**src/rtl/simple_axi_pkg.sv**
```systemverilog
// -----------------------------------------------------------------------------
// simple_axi_pkg
// Shared types and helpers for the simple AXI link.
//   axi_resp_t  : AXI response encoding (OKAY, EXOKAY, SLVERR, DECERR)
//   BYTE..DWORD : transfer size encodings for AxSIZE
//   wr_state_t  : slave write-channel FSM states
//   rd_state_t  : slave read-channel FSM states
//   decode_resp : common error decode used by both AW and AR paths
// -----------------------------------------------------------------------------
package simple_axi_pkg;

  typedef enum logic [1:0] {
    OKAY   = 2'b00,
    EXOKAY = 2'b01,
    SLVERR = 2'b10,
    DECERR = 2'b11
  } axi_resp_t;

  localparam logic [2:0] BYTE  = 3'd0;
  localparam logic [2:0] HALF  = 3'd1;
  localparam logic [2:0] WORD  = 3'd2;
  localparam logic [2:0] DWORD = 3'd3;

  typedef enum logic {W_IDLE, W_RESP} wr_state_t;
  typedef enum logic {R_IDLE, R_DATA} rd_state_t;

  // Address range failure outranks every slave error; among the slave
  // errors the order does not matter since they all map to SLVERR.
  function automatic axi_resp_t decode_resp(input logic       in_range,
                                            input logic [2:0] size,
                                            input logic [7:0] len,
                                            input logic [2:0] addr_lo,
                                            input logic       last_ok);
    logic [2:0] align_mask;
    align_mask = 3'((4'd1 << size) - 4'd1);
    if (!in_range)
      return DECERR;
    else if ((len != 8'd0) || (size > DWORD) ||
             ((addr_lo & align_mask) != 3'd0) || !last_ok)
      return SLVERR;
    else
      return OKAY;
  endfunction

endpackage

```
**src/rtl/axi_bytemem.sv**
```systemverilog
// -----------------------------------------------------------------------------
// axi_bytemem
// DEPTH x 64-bit storage with one byte-strobed synchronous write port and one
// asynchronous read port. Contents are not reset.
//   i_clk    : clock
//   i_we     : write enable (qualified by i_wstrb per byte lane)
//   i_waddr  : write word index
//   i_wdata  : write data
//   i_wstrb  : byte lane enables
//   i_raddr  : read word index
//   o_rdata  : combinational read data (old contents during a same-edge write)
// -----------------------------------------------------------------------------
module axi_bytemem #(
  parameter int DEPTH = 16,
  parameter int IDX_W = 4
) (
  input  logic             i_clk,
  input  logic             i_we,
  input  logic [IDX_W-1:0] i_waddr,
  input  logic [63:0]      i_wdata,
  input  logic [7:0]       i_wstrb,
  input  logic [IDX_W-1:0] i_raddr,
  output logic [63:0]      o_rdata
);

  logic [63:0] mem_q [DEPTH];

  always_ff @(posedge i_clk) begin
    if (i_we) begin
      for (int k = 0; k < 8; k++) begin
        if (i_wstrb[k]) mem_q[i_waddr][k*8 +: 8] <= i_wdata[k*8 +: 8];
      end
    end
  end

  assign o_rdata = mem_q[i_raddr];

endmodule

```
**src/rtl/simple_axi_slave_mem.sv**
```systemverilog
// -----------------------------------------------------------------------------
// simple_axi_slave_mem
// Single-beat AXI4 memory slave with independent write and read channels.
// Optional wait states are enabled by defining SIMPLE_AXI_SLAVE_WAIT_EN.
// Parameters: DEPTH (64-bit words), BASE_ADDR (first decoded byte address).
// Ports:
//   i_wait_cycles : (SIMPLE_AXI_SLAVE_WAIT_EN only) wait states per channel
//   i_clk, i_rst  : clock, synchronous active-high reset
//   s_axi_aw*     : write address channel (valid/ready/addr/size/len)
//   s_axi_w*      : write data channel (valid/ready/data/strb/last)
//   s_axi_b*      : write response channel (valid/ready/resp)
//   s_axi_ar*     : read address channel (valid/ready/addr/size/len)
//   s_axi_r*      : read data channel (valid/ready/data/resp/last)
// -----------------------------------------------------------------------------
module simple_axi_slave_mem
  import simple_axi_pkg::*;
#(
  parameter int          DEPTH     = 16,
  parameter logic [31:0] BASE_ADDR = 32'h0
) (
`ifdef SIMPLE_AXI_SLAVE_WAIT_EN
  input  logic [7:0]  i_wait_cycles,
`endif
  input  logic        i_clk,
  input  logic        i_rst,
  input  logic        s_axi_awvalid,
  output logic        s_axi_awready,
  input  logic [31:0] s_axi_awaddr,
  input  logic [2:0]  s_axi_awsize,
  input  logic [7:0]  s_axi_awlen,
  input  logic        s_axi_wvalid,
  output logic        s_axi_wready,
  input  logic [63:0] s_axi_wdata,
  input  logic [7:0]  s_axi_wstrb,
  input  logic        s_axi_wlast,
  output logic        s_axi_bvalid,
  input  logic        s_axi_bready,
  output logic [1:0]  s_axi_bresp,
  input  logic        s_axi_arvalid,
  output logic        s_axi_arready,
  input  logic [31:0] s_axi_araddr,
  input  logic [2:0]  s_axi_arsize,
  input  logic [7:0]  s_axi_arlen,
  output logic        s_axi_rvalid,
  input  logic        s_axi_rready,
  output logic [63:0] s_axi_rdata,
  output logic [1:0]  s_axi_rresp,
  output logic        s_axi_rlast
);

  localparam int          IDX_W       = (DEPTH > 1) ? $clog2(DEPTH) : 1;
  localparam logic [31:0] DEPTH_BYTES = 32'(DEPTH * 8);

  function automatic logic addr_in_range(input logic [31:0] addr);
    return (addr >= BASE_ADDR) && ((addr - BASE_ADDR) < DEPTH_BYTES);
  endfunction

  function automatic logic [IDX_W-1:0] word_index(input logic [31:0] addr);
    return IDX_W'((addr - BASE_ADDR) >> 3);
  endfunction

  wr_state_t   wr_state_q, wr_state_d;
  rd_state_t   rd_state_q, rd_state_d;
  logic        ready_en_q, ready_en_d;
  logic        aw_held_q, aw_held_d, w_held_q, w_held_d;
  logic [31:0] awaddr_q, awaddr_d;
  logic [2:0]  awsize_q, awsize_d;
  logic [7:0]  awlen_q, awlen_d;
  logic [63:0] wdata_q, wdata_d;
  logic [7:0]  wstrb_q, wstrb_d;
  logic        wlast_q, wlast_d;
  axi_resp_t   bresp_q, bresp_d, wr_resp;
  axi_resp_t   rresp_q, rresp_d, rd_resp;
  logic [63:0] rdata_q, rdata_d;
  logic [63:0] mem_rdata;
  logic        wr_commit, mem_we;
  logic        aw_fire, w_fire, ar_fire;
  logic        wr_wait_ok, rd_wait_ok;

  // Wait-state counters reload on reset and whenever a channel leaves idle,
  // then count down; acceptance is blocked until they reach zero.
`ifdef SIMPLE_AXI_SLAVE_WAIT_EN
  logic [7:0] wr_wait_q, wr_wait_d, rd_wait_q, rd_wait_d;

  always_comb begin
    wr_wait_d = (wr_wait_q != 8'd0) ? wr_wait_q - 8'd1 : 8'd0;
    rd_wait_d = (rd_wait_q != 8'd0) ? rd_wait_q - 8'd1 : 8'd0;
    if (wr_commit) wr_wait_d = i_wait_cycles;
    if (ar_fire)   rd_wait_d = i_wait_cycles;
  end

  always_ff @(posedge i_clk) begin
    if (i_rst) begin
      wr_wait_q <= i_wait_cycles;
      rd_wait_q <= i_wait_cycles;
    end else begin
      wr_wait_q <= wr_wait_d;
      rd_wait_q <= rd_wait_d;
    end
  end

  assign wr_wait_ok = (wr_wait_q == 8'd0);
  assign rd_wait_ok = (rd_wait_q == 8'd0);
`else
  assign wr_wait_ok = 1'b1;
  assign rd_wait_ok = 1'b1;
`endif

  // ready_en_q keeps every ready low during reset and releases them on the
  // first edge after reset drops; readies depend only on registered state.
  assign s_axi_awready = ready_en_q && (wr_state_q == W_IDLE) && !aw_held_q && wr_wait_ok;
  assign s_axi_wready  = ready_en_q && (wr_state_q == W_IDLE) && !w_held_q && wr_wait_ok;
  assign s_axi_arready = ready_en_q && (rd_state_q == R_IDLE) && rd_wait_ok;

  assign aw_fire = s_axi_awvalid && s_axi_awready;
  assign w_fire  = s_axi_wvalid && s_axi_wready;
  assign ar_fire = s_axi_arvalid && s_axi_arready;

  // Write channel: capture AW and W independently; commit on the edge where
  // both are held (including captures happening at that same edge).
  always_comb begin
    ready_en_d = 1'b1;
    wr_state_d = wr_state_q;
    aw_held_d  = aw_held_q;
    w_held_d   = w_held_q;
    awaddr_d   = awaddr_q;
    awsize_d   = awsize_q;
    awlen_d    = awlen_q;
    wdata_d    = wdata_q;
    wstrb_d    = wstrb_q;
    wlast_d    = wlast_q;
    bresp_d    = bresp_q;
    wr_resp    = OKAY;
    wr_commit  = 1'b0;
    case (wr_state_q)
      W_IDLE: begin
        if (aw_fire) begin
          aw_held_d = 1'b1;
          awaddr_d  = s_axi_awaddr;
          awsize_d  = s_axi_awsize;
          awlen_d   = s_axi_awlen;
        end
        if (w_fire) begin
          w_held_d = 1'b1;
          wdata_d  = s_axi_wdata;
          wstrb_d  = s_axi_wstrb;
          wlast_d  = s_axi_wlast;
        end
        if (aw_held_d && w_held_d) begin
          wr_resp    = decode_resp(addr_in_range(awaddr_d), awsize_d, awlen_d,
                                   awaddr_d[2:0], wlast_d);
          wr_commit  = 1'b1;
          bresp_d    = wr_resp;
          aw_held_d  = 1'b0;
          w_held_d   = 1'b0;
          wr_state_d = W_RESP;
        end
      end
      W_RESP: begin
        if (s_axi_bready) wr_state_d = W_IDLE;
      end
    endcase
  end

  assign mem_we = wr_commit && (wr_resp == OKAY);

  // Read channel: the memory read is asynchronous, so a same-edge write
  // commit is not yet visible and the read returns the old word.
  always_comb begin
    rd_state_d = rd_state_q;
    rdata_d    = rdata_q;
    rresp_d    = rresp_q;
    rd_resp    = decode_resp(addr_in_range(s_axi_araddr), s_axi_arsize, s_axi_arlen,
                             s_axi_araddr[2:0], 1'b1);
    case (rd_state_q)
      R_IDLE: begin
        if (ar_fire) begin
          rdata_d    = (rd_resp == OKAY) ? mem_rdata : 64'd0;
          rresp_d    = rd_resp;
          rd_state_d = R_DATA;
        end
      end
      R_DATA: begin
        if (s_axi_rready) rd_state_d = R_IDLE;
      end
    endcase
  end

  // State and capture registers; memory contents live in axi_bytemem and are
  // deliberately left out of reset.
  always_ff @(posedge i_clk) begin
    if (i_rst) begin
      ready_en_q <= 1'b0;
      wr_state_q <= W_IDLE;
      rd_state_q <= R_IDLE;
      aw_held_q  <= 1'b0;
      w_held_q   <= 1'b0;
      awaddr_q   <= 32'd0;
      awsize_q   <= 3'd0;
      awlen_q    <= 8'd0;
      wdata_q    <= 64'd0;
      wstrb_q    <= 8'd0;
      wlast_q    <= 1'b0;
      bresp_q    <= OKAY;
      rresp_q    <= OKAY;
      rdata_q    <= 64'd0;
    end else begin
      ready_en_q <= ready_en_d;
      wr_state_q <= wr_state_d;
      rd_state_q <= rd_state_d;
      aw_held_q  <= aw_held_d;
      w_held_q   <= w_held_d;
      awaddr_q   <= awaddr_d;
      awsize_q   <= awsize_d;
      awlen_q    <= awlen_d;
      wdata_q    <= wdata_d;
      wstrb_q    <= wstrb_d;
      wlast_q    <= wlast_d;
      bresp_q    <= bresp_d;
      rresp_q    <= rresp_d;
      rdata_q    <= rdata_d;
    end
  end

  axi_bytemem #(
    .DEPTH (DEPTH),
    .IDX_W (IDX_W)
  ) u_mem (
    .i_clk   (i_clk),
    .i_we    (mem_we),
    .i_waddr (word_index(awaddr_d)),
    .i_wdata (wdata_d),
    .i_wstrb (wstrb_d),
    .i_raddr (word_index(s_axi_araddr)),
    .o_rdata (mem_rdata)
  );

  assign s_axi_bvalid = (wr_state_q == W_RESP);
  assign s_axi_bresp  = bresp_q;
  assign s_axi_rvalid = (rd_state_q == R_DATA);
  assign s_axi_rlast  = (rd_state_q == R_DATA);
  assign s_axi_rdata  = rdata_q;
  assign s_axi_rresp  = rresp_q;

endmodule

```
**config.mk**
```make
export PLATFORM = sky130hd
export DESIGN_NAME = simple_axi_slave_mem
export DESIGN_NICKNAME = d
export VERILOG_FILES = /design/src/rtl/simple_axi_pkg.sv /design/src/rtl/axi_bytemem.sv /design/src/rtl/simple_axi_slave_mem.sv
export SDC_FILE = /design/constraint.sdc
export NUM_CORES = 1
export LEC_CHECK = 0
export CORE_MARGIN = 5
export CORE_UTILIZATION = 44
export CTS_BUF_LIST = sky130_fd_sc_hd__clkbuf_16
export DETAILED_ROUTE_END_ITERATION = 10
export PLACE_DENSITY = 0.67
export SETUP_SLACK_MARGIN = 0.1
export SLEW_MARGIN = 10
export SYNTH_ARGS = -nofsm -noshare
export SYNTH_HDL_FRONTEND = slang
export SYNTH_SLANG_ARGS = --single-unit
```
**constraint.sdc**
```tcl
create_clock -name i_clk -period 5.2 [get_ports i_clk]
set_input_delay 0.78 -clock i_clk [delete_from_list [all_inputs] [get_ports i_clk]]
set_output_delay 0.78 -clock i_clk [all_outputs]
set_load 0.01 [all_outputs]
```
==> results of run 1 <==
-- sequential cells by signal (all words and copies together) (netlist names) --
| name | cells |
|---|---|
| ready_en_q | 1 |
| aw_held_q | 1 |
| awsize_q | 3 |
| s_axi_rresp | 2 |
| wlast_q | 1 |
| s_axi_rdata | 64 |
| w_held_q | 1 |
| wdata_q | 64 |
| awlen_q | 8 |
| s_axi_rlast | 1 |
| s_axi_bvalid | 1 |
| s_axi_bresp | 2 |
| wstrb_q | 8 |
| u_mem.mem_q | 1024 |
| awaddr_q | 32 |
-- through the flow --
step / instances / setup slack, ns / instance area, µm²
final: 4429 / 1.12 / 55200
after global routing: 4429 / 0.964 / 55200
after CTS: 4427 / 1.20 / 55200
after detailed placement: 4210 / 0.453 / 51300
after global placement: 4210 / 0.559 / 51300
after floorplan: 2689 / 1.20 / 47300
-- worst min-delay path, delay by kind of cell (launching register included) --
kind / cells / cell delay, ns
AO/OA/AOI/OAI: 1 / 0.05
flip-flops: 1 / 0.31
AND/OR/NAND/NOR: 1 / 0.05
-- worst max-delay path by stage --
stage | from | to | slack, ns | depth (start not counted)
4_1_cts | s_axi_awvalid | u_mem.mem_q[13][30] | 1.20 | 11
2_1_floorplan | s_axi_awvalid | u_mem.mem_q[14][0] | 1.20 | 13
3_3_place_gp | s_axi_awvalid | u_mem.mem_q[4][33] | 0.56 | 11
3_5_place_dp | s_axi_awvalid | u_mem.mem_q[13][35] | 0.45 | 11
6_report | s_axi_awvalid | u_mem.mem_q[13][30] | 1.12 | 11
5_1_grt | s_axi_awvalid | u_mem.mem_q[9][33] | 0.96 | 11
-- synth_stat cells, drive strengths merged, types with 4 or more instances --
| master | number | area share (%) |
|---|---|---|
| nand2b | 4 | 0.053 |
| mux4 | 256 | 12 |
| edfxtp | 1024 | 65 |
| buf | 58 | 0.65 |
| nor2 | 101 | 0.80 |
| nor4 | 19 | 0.28 |
| mux2i | 73 | 1.5 |
| a21oi | 113 | 1.2 |
| clkbuf | 110 | 0.87 |
| nor3 | 137 | 1.5 |
| nand4 | 6 | 0.079 |
| and2 | 74 | 0.98 |
| mux2 | 139 | 3.3 |
| or3 | 4 | 0.053 |
| nand2 | 285 | 2.3 |
| dfxtp | 189 | 8.0 |
| nor2b | 9 | 0.12 |
| o21ai | 66 | 0.70 |
-- logic make-up (layout without fill, tap and decap cells) --
group	count (synthesis)	after routing	share of synthesized area, %
flops	1213	1213	73.0
simple gates	646	646	6.22
mux	468	468	17.0
compound gates	188	188	2.06
buf+inv	170	505	1.54
fa+ha+maj	2	2	0.0529
xor+xnor	2	2	0.0371
other cells	0	2	0
-- metal layers --
metal / track usage, % / routed length [µm] / vias to the layer above
li1: - / - / 11000
met4: 7.35 / 3970 / 0
met5: 0 / 0 / -
met3: 4.82 / 11000 / 216
met1: 28.8 / 48400 / 13200
met2: 36.3 / 62100 / 1385
-- area by class of cell --
cell class              count  share of cell area [%]
diodes                      2                 0.00907
clock buffers             117                    5.30
clock inverters           100                    1.83
inverters                   2                  0.0136
multi-input cells        1306                    21.9
flip-flops and latches   1213                    62.6
well taps                1403                    3.18
repair buffers            286                    5.23
-- power breakdown --
group / leakage [µW] / internal [µW] / switching, µW
combinational: 0.00487 / 509 / 869
sequential: 0.0111 / 10700 / 22.3
clock: 0.00196 / 5040 / 3600
==> impl_metrics.toml, run 1 <==
[clock_tree]
cts_buffers = 116
h-tree-depth = 3
tritoncts = "done"
cts_setup_buffers = 0
cts-resized-gates = 0
clk_latency_ns = 0.69
cts_sinks = 1213
holdBufCountCts = 0
clock_path_buffers = 3
path_clk_slew_ns = 0.07
cts_root_buf = "clkbuf_16"

[floorplan]
core_um2 = 107000
dieArea_um2 = 114000
die_w_um = 338
start_util_pct = 44.2
num_rows = 120
boundaryPins = 240
die-height_um = 338

[timing]
slew_headroom_pct = 18.9
hold_violations = 0
drv_slew = 0
finalSetupViolCount = 0
period_share_pct = 78.4
tns_ns = 0
fin_skew_ns = 0.0197
hold-worst-slack_ns = 0.453
period_needed_ns = 4.08
max_freq_mhz = 245
grt_setup_unrepaired = "false"
tightest_slew_ns = 1.22

[setup_path]
cpLargestDelayFamily = "simple AND/OR/NAND/NOR gates"
rr_worst_depth = 11
cpMaxStageDelayCell = "nor3_1"
startpoint_type = "input port"
r2r-start = "s_axi_bvalid"
crit_type = "in -> reg"
setup.worst_path.end_class = "register"
cp.required_ns = 5.50
worst_path_largest_cell_delay_ns = 0.97
crit_chain = "clkdlybuf4s50_1, and4bb_2, mux2i_1, nand2b_1, ha_1, nor2_1, mux2_2, a21oi_1, o211ai_1, buf_12, nor3_1"
worstPathBufferInverterCount = 2
rrSetupSlack_ns = 1.23
reg2reg_to = "u_mem.mem_q[13][30]"
critPathMaxFanout = 65
cp.arrival_ns = 4.37

[placement]
numPortBuffers = 239
hpwl_um = 79200
gp_congestion = 0.890

[yosys]
synthArstFlopShare_pct = 0
yosysSeqAreaShare_pct = 73.0
ys.flop_type = "edfxtp_1"
synth_edf_count = 1024
postSynthCellCount = 2689
synth_seq_cells = 1213
synth_cell_type_count = 41
avgSynthCellArea_um2 = 17.6
yosys_warnings = 0
syn_area_um2 = 47300
synth_fp_nets = 2857

[routing]
drc = 0
wl_per_cell_um = 28.3
vias = 25800
routed_wirelength_um = 125000
via_per_inst = 5.83
firstDrtPassIters = 8
drtIter0Drc = 2826
final_antenna_net_count = 0

[global_routing]
grtUsageTotal_pct = 21.8
grt_pass1_vias = 26300
antenna_found_initial = 2
grt_pass1_wl_um = 181000
grt_start_max_net_pins = 123
grt-ovfl-total = 0

[run_status]
status = "finished clean"

[run]
max_cap_viol_count = 0

[finish]
mostFrequentLayoutCell = "edfxtp_1"
regArea_um2 = 34500
final_util_pct = 51.6
fin_nets = 3093
drive_gt1_share_pct = 21.4
area_delta_synth_final_pct = 16.7
final_cell_mix = "1024 x edfxtp_1, 285 x nand2_1, 256 x mux4_2"
multiInputGateArea_um2 = 12100
fill_cells = 8391

[pwr]
ir_worst_vdd_mv = 0.268
total_power_uw = 20700
p_per_area_nw_per_um2 = 375
p_leak_uw = 0.0179

[hold_path]
holdCritStartpoint = "s_axi_rdata[19]"
hold_class = "reg -> reg"
holdPathStages = 2
min_to = "s_axi_rdata[19]"
Power figures use the tool's default switching activity.
==> inputs of run 2 (changes only) <==
- clock period: 5.2 -> 3.75 ns (I/O delays scaled with it)
==> run 2 against run 1 <==
Net effect:
- count of clock-buffer cells in the layout increased by 3
- design area increased by 2.4%
- routed wire length decreased by 1.6%
- clock power increased by 35%
- cell count increased by 3.8%
- via count increased by 2.0%
- hold slack got worse by 0.021 ns
- non-clock buffer count increased by 168
- combinational power increased by 41%
- critical path depth decreased by 1
- worst setup slack got worse by 0.73 ns
- register-to-register slack got worse by 0.83 ns
- critical endpoint is now u_mem.mem_q[5][27]
- highest routed layer unchanged
==> impl_metrics.toml, run 2 (same netlist as run 1, synthesis figures left out) <==
[routing]
drtIter0Drc = 2591
final_antenna_net_count = 0
vias = 26300
via_per_inst = 5.73
wl_per_cell_um = 26.9
firstDrtPassIters = 5
drc = 0
routed_wirelength_um = 123000

[timing]
final.setup.worst_slack_ns = 0.399
grt_setup_unrepaired = "false"
finalSetupViolCount = 0
drv_slew = 0
max_freq_mhz = 298
tightest_slew_ns = 0.965
slew_headroom_pct = 35.7
hold_violations = 0
hold-worst-slack_ns = 0.432
fin_skew_ns = 0.0321
period_needed_ns = 3.35
period_share_pct = 89.4

[pwr]
p_leak_uw = 0.0188
total_power_uw = 28500
p_per_area_nw_per_um2 = 504
ir_worst_vdd_mv = 0.355

[finish]
drive_gt1_share_pct = 25.7
fin_nets = 3261
stdcell_count = 4596
final_cell_mix = "1024 x edfxtp_1, 285 x nand2_1, 256 x mux4_2"
final_cell_area_um2 = 56500
area_delta_synth_final_pct = 19.5
diodes = 0
mostFrequentLayoutCell = "edfxtp_1"
regMostFlops = "u_mem.mem_q"
largest_reg_flops = 1024

[setup_path]
rr_worst_depth = 10
setup.worst_path.end_class = "register"
endpoint = "u_mem.mem_q[5][27]"
reg2reg_to = "u_mem.mem_q[5][27]"
cp.required_ns = 4.05
startpoint_type = "register"
critPathMaxFanout = 28
crit_path_start = "ready_en_q"
cp.arrival_ns = 3.65
rrSetupSlack_ns = 0.40
crit_type = "reg -> reg"
r2r-start = "ready_en_q"

[hold_path]
hold_class = "in -> reg"

[clock_tree]
clk_latency_ns = 0.69
cts_sinks = 1213
cts_buffers = 116
cts_root_buf = "clkbuf_16"
cts-resized-gates = 0
cts_setup_buffers = 0
h-tree-depth = 3
path_clk_slew_ns = 0.06
clock_path_buffers = 3
tritoncts = "done"
holdBufCountCts = 0

[floorplan]
num_rows = 120
core_um2 = 107000
die-height_um = 338
start_util_pct = 44.2
dieArea_um2 = 114000
die_w_um = 338
boundaryPins = 240

[global_routing]
grt-ovfl-total = 0
grt_start_max_net_pins = 71
antenna_found_initial = 3
grt_pass1_vias = 26500
grt_pass1_wl_um = 179000
grtUsageTotal_pct = 21.4

[placement]
dpl.cell_count = 4378
gp_congestion = 0.875
numPortBuffers = 239
hpwl_um = 80000
placed_area_um2 = 52700
post-place-ws_ns = -0.207

[run_status]
status = "finished clean"

[run]
max_cap_viol_count = 0
-- run 2: cell count changes in the layout (fill, tap and decap cells not counted), moves of 5 or more --
cell,change
buf_12,+10
buf_4,+158
bufinv_16,-7
clkinv_2,+5
inv_1,-5
nor2_1,+11
nor2_2,-11
nor3_1,-9
nor3_2,+9
-- run 2: per-layer routing --
layer / global-route usage (%) / vias to the layer above / wire length [µm]
met4: 5.62 / 0 / 2900
met5: 0 / - / 0
met3: 3.77 / 168 / 10300
met2: 36.2 / 1363 / 61300
li1: - / 11300 / -
met1: 29.1 / 13500 / 49000
-- run 2: cell type report --
type                       count  area [µm²]
timing repair buffer         454        4270
clock inverter                98         863
clock buffer                 120        3000
inverter                       2        7.51
fill                        8289       50400
multi-input combinational   1306       12100
sequential                  1213       34500
tap                         1403        1760
-- run 2: worst min path at each step --
stage / start / endpoint / slack [ns] / cells after the start
after floorplan: awaddr_q[0] / awaddr_q[0] / 0.43 / 2
after global placement: awaddr_q[9] / awaddr_q[9] / 0.44 / 2
after detailed placement: s_axi_rdata[61] / s_axi_rdata[61] / 0.44 / 2
after CTS: i_rst / s_axi_bvalid / 0.40 / 2
after global routing: s_axi_rdata[61] / s_axi_rdata[61] / 0.47 / 2
final: i_rst / s_axi_bvalid / 0.43 / 2
-- run 2: worst max-delay path, stage by stage, from the launching register on --
cell and delay [ns]:
dfxtp_1 0.46, and4bb_2 0.32, mux2i_1 0.26, nand2b_1 0.14
ha_1 0.22, nor2_1 0.05, mux2_2 0.26, a21oi_1 0.14
o211ai_1 0.14, buf_12 0.25, nor3_2 0.70
-- run 2: power breakdown --
group	switching, µW	leakage, µW	internal (µW)
logic	1190	0.00579	745
clock network	5040	0.00193	6660
registers	29.1	0.0111	14800
-- run 2: metrics by stage --
step / setup TNS [ns] / utilization, %
detailed placement: -57.39 / 49.3
CTS: 0 / 52.9
global placement: -124.20 / 49.3
finish: 0 / 52.9
global route: 0 / 52.9
floorplan: -18.71 / -
==> inputs of run 3 (changes only) <==
- PLACE_DENSITY: 0.67 -> 0.7
- clock period: 3.75 -> 2.9 ns (I/O delays scaled with it)
==> run 3 against run 2 <==
Net effect:
- largest cell class unchanged
- the flow now finishes with violations (setup timing)
- global-route usage up 0.068 points
- highest routed layer unchanged
- largest power group unchanged
- via count grew 1.9%
- count of clock-buffer cells in the layout down 2
- sequential cell count unchanged
- sequential share of layout area decreased by 2.5 points
- critical endpoint is now u_mem.mem_q[11][60]
==> impl_metrics.toml, run 3 (same netlist as run 1, synthesis figures left out) <==
[floorplan]
core_um2 = 107000
num_rows = 120
die_w_um = 338
boundaryPins = 240
die-height_um = 338
start_util_pct = 44.2
dieArea_um2 = 114000

[setup_path]
cpMaxStageDelayCell = "and4bb_4"
crit_type = "reg -> reg"
critPathMaxFanout = 8
setup.worst_path.end_class = "register"
cpLargestDelayFamily = "buffers and inverters"
r2r-start = "s_axi_bvalid"
crit_top_cell = "buf_12"
cp.required_ns = 3.30
rr_worst_depth = 14
crit_chain = "and4bb_4, mux2i_4, nand2b_4, ha_4, nor2_1, mux2_2, a21oi_2, o211ai_1, buf_4, buf_12, buf_12, buf_8, nor3_4, buf_12"
startpoint_type = "register"
reg2reg_to = "u_mem.mem_q[11][60]"
cp.arrival_ns = 3.53
rrSetupSlack_ns = -0.23
worstPathBufferInverterCount = 5
worst_path_largest_cell_delay_ns = 0.37

[timing]
period_needed_ns = 3.13
fin_skew_ns = 0.0289
grt_setup_unrepaired = "true"
tightest_slew_ns = 0.545
hold_violations = 0
finalSetupViolCount = 1025
final.setup.worst_slack_ns = -0.231
drv_slew = 0
period_share_pct = 108
slew_headroom_pct = 63.6
max_freq_mhz = 319

[routing]
vias = 26800
drc = 0
final_antenna_net_count = 0
wl_per_cell_um = 26.2
routed_wirelength_um = 123000
firstDrtPassIters = 6
via_per_inst = 5.71
drtIter0Drc = 2988

[pwr]
p_switching_uw = 8140
switching_share_pct = 21.5
p_leak_uw = 0.0203
p_int_uw = 29700
clockPowerShare_pct = 42.1
seqPwrFrac_pct = 50.7
power_frac_comb_pct = 7.2
ir_worst_vdd_mv = 0.586
p_per_area_nw_per_um2 = 642

[finish]
mostFrequentLayoutCell = "edfxtp_1"
fin_nets = 3359
final_util_pct = 55.2
drive_gt1_share_pct = 31.6
regMostFlops = "u_mem.mem_q"
largest_reg_flops = 1024
area_delta_synth_final_pct = 24.7
final_cell_mix = "1024 x edfxtp_1, 284 x nand2_1, 256 x mux4_2"
final_cell_area_um2 = 59000

[clock_tree]
cts_root_buf = "clkbuf_16"
holdBufCountCts = 0
cts_sinks = 1213
h-tree-depth = 3
path_clk_slew_ns = 0.06
tritoncts = "done"
cts_buffers = 117
clock_path_buffers = 3
clk_latency_ns = 0.70

[hold_path]
hold_class = "in -> reg"
min_to = "s_axi_rdata[59]"
holdCritStartpoint = "i_rst"
holdPathStages = 4

[run]
max_cap_viol_count = 0

[placement]
hpwl_um = 82000
numPortBuffers = 239
gp_congestion = 0.900
placed_area_um2 = 54100
post-place-ws_ns = -0.837

[global_routing]
grtUsageTotal_pct = 21.5
grt-ovfl-total = 0
antenna_found_initial = 1
grt_start_max_net_pins = 65
grt_pass1_wl_um = 182000
grt_pass1_vias = 27300

[run_status]
status = "finished, violations left"
failed_checks = "setup timing"
[run 3: cell types whose count changed in the layout (fill, tap and decap cells not counted), moves of 11 or more]
cell,before,now
nor3_2,10,81
buf_4,195,228
nor3_1,127,15
nor3_4,0,41
bufinv_16,12,23
buf_6,1,27
buf_12,21,53
[run 3: final cells by class]
| class | instances | area, µm² |
|---|---|---|
| Multi-Input combinational cell | 1306 | 13000 |
| Clock buffer | 118 | 2950 |
| Tap cell | 1403 | 1760 |
| Clock inverter | 103 | 1130 |
| Fill cell | 8057 | 47900 |
| Antenna cell | 2 | 5.00 |
| Inverter | 2 | 7.51 |
| Sequential cell | 1213 | 34500 |
| Timing Repair Buffer | 551 | 5590 |
[run 3: worst max-delay path by stage]
stage	endpoint	startpoint	cells after the start	slack [ns]
after floorplan	u_mem.mem_q[13][40]	s_axi_awvalid	13	-0.42
after global placement	u_mem.mem_q[1][9]	s_axi_awvalid	13	-0.79
final	u_mem.mem_q[11][60]	s_axi_bvalid	14	-0.23
after detailed placement	u_mem.mem_q[7][21]	s_axi_awvalid	11	-0.84
after CTS	u_mem.mem_q[11][59]	s_axi_bvalid	14	-0.23
after global routing	u_mem.mem_q[5][23]	s_axi_bvalid	14	-0.36
[run 3: tightest hold or removal path: stages]
cell and delay [ns]:
buf_2 0.13, nor2_4 0.10, nand2_1 0.07, o21ai_1 0.05
[run 3: through the flow]
| step | power, µW | hold slack, ns | TNS [ns] | instances |
|---|---|---|---|---|
| floorplan | 21000 | 0.433 | -349.84 | 2689 |
| global placement | 22200 | 0.441 | -743.40 | 4437 |
| detailed placement | 22200 | 0.445 | -760.92 | 4437 |
| CTS | 38100 | 0.0898 | -134.23 | 4694 |
| global route | 39100 | 0.129 | -235.64 | 4696 |
| finish | 37800 | 0.136 | -106.68 | 4698 |
[run 3: repair_timing]
| item | in CTS | in global routing |
|---|---|---|
| buffers inserted | 33 | 2 |
| gates resized for setup | 43 | 34 |
| pin swaps | 19 | 8 |
| hold endpoints to repair | 0 | 0 |
| endpoints found under the setup margin | 1024 | 1025 |
| cloned | 3 | 0 |
[run 3: power groups by stage]
stage | Combinational (µW) | Clock [µW] | Sequential [µW]
after floorplan | 1430 | 0 | 19500
after global placement | 2610 | 0 | 19500
after detailed placement | 2670 | 0 | 19500
after CTS | 2720 | 16200 | 19200
after global routing | 2890 | 17000 | 19200
final | 2720 | 15900 | 19200
[run 3: per-layer routing]
| metal | vias up | wire length, µm | global-route usage, % | part of all wire (%) |
|---|---|---|---|---|
| li1 | 11500 | - | - | - |
| met1 | 13700 | 49300 | 29.3 | 40 |
| met2 | 1348 | 60500 | 35.5 | 49 |
| met3 | 215 | 9800 | 3.83 | 8.0 |
| met4 | 0 | 3720 | 6.93 | 3.0 |
| met5 | - | 0 | 0 | 0 |
